### config.mk
export PLATFORM = sky130hd
export DESIGN_NAME = excl_grant_ctrl_flat
export DESIGN_NICKNAME = d
export VERILOG_FILES = /design/src/rtl/excl_grant_if.sv /design/src/rtl/excl_grant_ctrl.sv /design/src/flat_wrapper.sv
export SDC_FILE = /design/constraint.sdc
export NUM_CORES = 1
export LEC_CHECK = 0
export ABC_AREA = 1
export CORE_MARGIN = 1
export CORE_UTILIZATION = 35
export DETAILED_ROUTE_END_ITERATION = 10
export DONT_BUFFER_PORTS = 1
export PLACE_DENSITY_LB_ADDON = 0.15
export SETUP_SLACK_MARGIN = 0.1
export SLEW_MARGIN = 20
export SYNTH_ARGS = -nofsm -noshare
export SYNTH_HDL_FRONTEND = slang
export SYNTH_SLANG_ARGS = --single-unit
### constraint.sdc
create_clock -name clk -period 1.4 [get_ports clk]
set_input_delay 0.21 -clock clk [delete_from_list [all_inputs] [get_ports clk]]
set_output_delay 0.21 -clock clk [all_outputs]
set_load 0.02 [all_outputs]
### src/rtl/excl_grant_if.sv
// excl_grant_if: request/grant bundle between requesters and excl_grant_ctrl.
// master: requester side (drives requests, observes grants).
// slave:  controller side (observes requests, drives grants).
interface excl_grant_if;
  logic req_a;
  logic req_b;
  logic req_c;
  logic signal_a;
  logic signal_b;
  logic signal_c;

  modport master (
    output req_a, req_b, req_c,
    input  signal_a, signal_b, signal_c
  );

  modport slave (
    input  req_a, req_b, req_c,
    output signal_a, signal_b, signal_c
  );
endinterface

### src/rtl/excl_grant_ctrl.sv
// excl_grant_ctrl: arbitrates between an A side and a BC side so that signal_a is
// never high together with signal_b/signal_c. Contested phases are bounded to
// MAX_HOLD cycles, and each side change passes through GAP_CYCLES all-low cycles
// plus one IDLE cycle. All grants are registered and cleared asynchronously by rst.
// Optional checks: define EXCL_GRANT_ASSERT_EN to compile in p_a_exclusive and p_gap.
module excl_grant_ctrl #(
  parameter int unsigned MAX_HOLD   = 4,
  parameter int unsigned GAP_CYCLES = 1
) (
  input logic         clk,
  input logic         rst,
  excl_grant_if.slave bus
);

  localparam int unsigned HoldW = $clog2(MAX_HOLD + 1);
  localparam int unsigned GapW  = $clog2(GAP_CYCLES + 1);

  localparam logic [1:0] IDLE     = 2'd0;
  localparam logic [1:0] GRANT_A  = 2'd1;
  localparam logic [1:0] GRANT_BC = 2'd2;
  localparam logic [1:0] GAP      = 2'd3;

  localparam logic SIDE_A  = 1'b1;
  localparam logic SIDE_BC = 1'b0;

  localparam logic [HoldW-1:0] HoldMax = HoldW'(MAX_HOLD);
  localparam logic [GapW-1:0]  GapMax  = GapW'(GAP_CYCLES);

  logic [1:0]       state_q, state_d;
  logic [HoldW-1:0] hold_cnt_q, hold_cnt_d;
  logic [GapW-1:0]  gap_cnt_q, gap_cnt_d;
  logic             last_side_q, last_side_d;
  logic             sig_a_q, sig_a_d;
  logic             sig_b_q, sig_b_d;
  logic             sig_c_q, sig_c_d;

  logic req_bc;
  assign req_bc = bus.req_b | bus.req_c;

  // Next-state, counter and grant computation; grants are only ever set in
  // the GRANT state of their own side, which is what guarantees exclusivity.
  always_comb begin
    state_d     = state_q;
    hold_cnt_d  = hold_cnt_q;
    gap_cnt_d   = gap_cnt_q;
    last_side_d = last_side_q;
    sig_a_d     = 1'b0;
    sig_b_d     = 1'b0;
    sig_c_d     = 1'b0;
    unique case (state_q)
      IDLE: begin
        if (bus.req_a && (!req_bc || last_side_q == SIDE_BC)) begin
          state_d     = GRANT_A;
          hold_cnt_d  = HoldW'(1);
          last_side_d = SIDE_A;
          sig_a_d     = 1'b1;
        end else if (req_bc) begin
          state_d     = GRANT_BC;
          hold_cnt_d  = HoldW'(1);
          last_side_d = SIDE_BC;
          sig_b_d     = bus.req_b;
          sig_c_d     = bus.req_c;
        end
      end
      GRANT_A: begin
        if (!bus.req_a || (hold_cnt_q == HoldMax && req_bc)) begin
          state_d   = GAP;
          gap_cnt_d = GapW'(1);
        end else begin
          sig_a_d = 1'b1;
          if (hold_cnt_q != HoldMax) hold_cnt_d = hold_cnt_q + HoldW'(1);
        end
      end
      GRANT_BC: begin
        if (!req_bc || (hold_cnt_q == HoldMax && bus.req_a)) begin
          state_d   = GAP;
          gap_cnt_d = GapW'(1);
        end else begin
          sig_b_d = bus.req_b;
          sig_c_d = bus.req_c;
          if (hold_cnt_q != HoldMax) hold_cnt_d = hold_cnt_q + HoldW'(1);
        end
      end
      GAP: begin
        if (gap_cnt_q == GapMax) begin
          state_d   = IDLE;
          gap_cnt_d = '0;
        end else begin
          gap_cnt_d = gap_cnt_q + GapW'(1);
        end
      end
      default: state_d = IDLE;
    endcase
  end

  // State and registered grants; last_side resets to BC so A wins the first contest.
  always_ff @(posedge clk or posedge rst) begin
    if (rst) begin
      state_q     <= IDLE;
      hold_cnt_q  <= '0;
      gap_cnt_q   <= '0;
      last_side_q <= SIDE_BC;
      sig_a_q     <= 1'b0;
      sig_b_q     <= 1'b0;
      sig_c_q     <= 1'b0;
    end else begin
      state_q     <= state_d;
      hold_cnt_q  <= hold_cnt_d;
      gap_cnt_q   <= gap_cnt_d;
      last_side_q <= last_side_d;
      sig_a_q     <= sig_a_d;
      sig_b_q     <= sig_b_d;
      sig_c_q     <= sig_c_d;
    end
  end

  assign bus.signal_a = sig_a_q;
  assign bus.signal_b = sig_b_q;
  assign bus.signal_c = sig_c_q;

`ifdef EXCL_GRANT_ASSERT_EN
  logic        any_grant;
  logic        seen_q;
  logic        prev_side_q;
  logic [31:0] low_run_q;

  assign any_grant = sig_a_q | sig_b_q | sig_c_q;

  // Track the side of the most recent grant and the run of all-low cycles since.
  always_ff @(posedge clk or posedge rst) begin
    if (rst) begin
      seen_q      <= 1'b0;
      prev_side_q <= SIDE_BC;
      low_run_q   <= '0;
    end else if (any_grant) begin
      seen_q      <= 1'b1;
      prev_side_q <= sig_a_q;
      low_run_q   <= '0;
    end else if (low_run_q != 32'hFFFF_FFFF) begin
      low_run_q <= low_run_q + 32'd1;
    end
  end

  p_a_exclusive: assert property (@(posedge clk) disable iff (rst)
    !(bus.signal_a && (bus.signal_b || bus.signal_c)))
    else $error("p_a_exclusive violated");

  p_gap: assert property (@(posedge clk) disable iff (rst)
    (seen_q && any_grant && (sig_a_q != prev_side_q)) |-> (low_run_q >= 32'(GAP_CYCLES)))
    else $error("p_gap violated");
`endif

endmodule

### src/flat_wrapper.sv
// flat-port wrapper written by rule: the top's interface ports become plain ports
module excl_grant_ctrl_flat 
#(
  parameter int unsigned MAX_HOLD   = 4,
  parameter int unsigned GAP_CYCLES = 1
)
  (clk, rst, bus_req_a, bus_req_b, bus_req_c, bus_signal_a, bus_signal_b, bus_signal_c);
  excl_grant_if bus_i ();
  input logic clk;
  input logic rst;
  input wire logic [$bits(bus_i.req_a)-1:0] bus_req_a;
  input wire logic [$bits(bus_i.req_b)-1:0] bus_req_b;
  input wire logic [$bits(bus_i.req_c)-1:0] bus_req_c;
  output wire logic [$bits(bus_i.signal_a)-1:0] bus_signal_a;
  output wire logic [$bits(bus_i.signal_b)-1:0] bus_signal_b;
  output wire logic [$bits(bus_i.signal_c)-1:0] bus_signal_c;
  assign bus_i.req_a = bus_req_a;
  assign bus_i.req_b = bus_req_b;
  assign bus_i.req_c = bus_req_c;
  assign bus_signal_a = bus_i.signal_a;
  assign bus_signal_b = bus_i.signal_b;
  assign bus_signal_c = bus_i.signal_c;
  excl_grant_ctrl #(.MAX_HOLD(MAX_HOLD), .GAP_CYCLES(GAP_CYCLES)) u_core (.clk(clk), .rst(rst), .bus(bus_i));
endmodule
==> metrics.txt <==
post-route ant nets 0; Rel. slew slack 72.89%; most common cell after layout, fill and taps aside nand2_1; final wirelength 1.543 mm; Layout area overhead 35.38%; clk_skew 0.005932 ns; max-slew violations 0; hpwl dp 1.086 mm; clk sinks 10; ANT cells 0; GRT Overall Usage 17.27%; drt wl/cell 11.78 um; core area 1962 sq um; reg2reg end u_core.hold_cnt_q[0]; critical path's top delay family flip-flops; RSZ-0062 raised after global routing true; Critical Path Max Stage Delay 0.40 ns; TritonCTS clock tree built; via count 612; Final period util 93.95%; vias in the first global route 591; DRC viols 0; post-synthesis average cell area 8.043 sq um; initial antenna violation count 0; DRT Pass-1 Iters 3; input/output buffers 0; post-route setup slack 0.08471 ns; total gr overflow 0; share of layout cells above drive strength 1 45.19%; number of max-cap violations 0; largest net degree at the start of global routing 11; Ys Warns 0; crit path capture u_core.hold_cnt_q[0]; Min-Delay Path Class input pin to flip-flop; RR Startpoint u_core.state_q[1]; Worst-path clk slew 0.07 ns; critical path endpoint category flip-flop; footprint of the multi-input gates 529.3 sq um; first-pass GRT wire length 2.539 mm; reg2reg setup slack 0.08 ns; area of the die 2278 sq um; setup_tns 0 ns; pre-CTS setup slack 0.03995 ns; final-report hold violation count 0; Distinct cells, synth 18; Post-Syn Area 732.0 sq um; gpl congestion 0.8319; status completed; Starting Density 37.31%; crit start category flip-flop; Crit path depth 8; sequential area share after synthesis 34.19%; Die W 47.73 um; Cell Area, Placed 793.3 sq um; fillers 202; Cells after Synth 91; cts bufs inserted 3; CTS H-tree lvls 1; Worst-Margin Slew 0.4062 ns; Worst Path Arrival 1.48 ns; WHS 0.1033 ns; commonest cells after routing, fill and taps aside nand2_1, inv_2, dfrtp_1, inv_1, buf_4; crit path time final 1.315 ns; Worst R2R Path Depth 8; crit path cell chain inv_2, ha_4, nand3_2, nand2_2, inv_2, nand3_2, o21bai_1, nand2_1; Final nets 117; CP startpoint u_core.state_q[1]; largest driver fanout on the critical path 3; VDD IR max 965.5 uV; WS Path Type flip-flop to flip-flop; Top Ports 8; Static Leak 0.5080 nW; Yosys reg bits 10; Longest Clk Path Bufs 2; syn_nets 103; register area 250.2 sq um; Row Count 16; FMAX 760.3 MHz; final instance area 991.0 sq um; die height 47.73 um; PD cells 2249 nW/um^2; Worst-Skew Late Latency 0.27 ns; Setup Viol. Count Final 0; slowest CP cell dfrtp_1; vias per cell 4.672; Starting DRT DRC Count 6; Worst EP required 1.56 ns; CTS root buf clkbuf_4; Worst Path Buf+Inv 2
## how the worst min path moves through the flow
stage                    from              endpoint  slack, ns  cells past startpoint
floorplan                 rst   u_core.bus.signal_a       0.05                      1
global placement          rst  u_core.hold_cnt_q[2]       0.12                      1
detailed placement        rst  u_core.hold_cnt_q[2]       0.12                      1
CTS                 bus_req_c   u_core.bus.signal_c       0.11                      2
global route        bus_req_a   u_core.bus.signal_a       0.10                      2
finish              bus_req_a   u_core.bus.signal_a       0.10                      2
## layout make-up
class	count	area share, %
well taps	27	3.409
flip-flops and latches	10	25.25
inverters	17	6.439
repair buffers	9	7.828
multi-input cells	64	53.41
clock buffers	4	3.662
## sequential cells by signal, summed over array words and instances, names as in the netlist
register             count
u_core.state_q           2
u_core.bus.signal_c      1
u_core.bus.signal_b      1
u_core.hold_cnt_q        3
u_core.gap_cnt_q         1
u_core.last_side_q       1
u_core.bus.signal_a      1
## what timing repair did
action,4_1_cts,5_1_grt
resized for setup,13,14
endpoints found under the hold margin,10,0
setup endpoints to repair,5,8
pin swaps,6,4
buffers inserted,4,2
hold buffers,1,0
## synth_stat cells
library cell  number  area [sq um]
a21oi_2            2         17.52
nor2_4             1         11.26
nor2_1             4         15.01
nand3_2            3         30.03
nand4_1            3         18.77
o21bai_1           3         22.52
ha_1               7         87.58
o21ai_0            1         5.000
nand2_4            4         45.04
a21oi_1            1         5.000
dfrtp_1           10         250.2
inv_1             13         48.80
o21ai_1            3         15.01
nand3_1            3         15.01
nand4_4            1         21.27
inv_2              4         15.01
o21a_1             1         7.510
nand2_1           27         101.4
## layer usage
metal	vias to the layer above	wire length [um]	track usage, %
met3	4	81	9.434
li1	314	-	-
met2	12	757	26.49
met1	282	666	19.72
met4	0	37	7.778
met5	-	0	0
## report_power, final
| part | total, W | internal (W) | switching, W |
|---|---|---|---|
| combinational | 0.00141 | 0.000657 | 0.000755 |
| sequential | 0.000546 | 0.000422 | 0.000125 |
| clock | 0.000270 | 0.000158 | 0.000112 |
| total | 0.00223 | 0.00124 | 0.000992 |
## metrics by stage
step | std cells | util (%) | power (W)
CTS | 129 | 46.43 | 0.002036
global route | 131 | 50.51 | 0.002455
detailed placement | 120 | 40.43 | 0.001578
global placement | 120 | 40.43 | 0.001577
floorplan | 91 | - | 0.001349
finish | 131 | 50.51 | 0.002229
## logic make-up after synthesis
family | Yosys count | synth area share, %
AOI/OAI and AO/OA | 11 | 9.913
buffers and inverters | 17 | 8.718
DFF | 10 | 34.19
and+or+nand+nor | 46 | 35.21
adders and majority gates | 7 | 11.97
No activity file was read; power rests on OpenSTA's default activity.
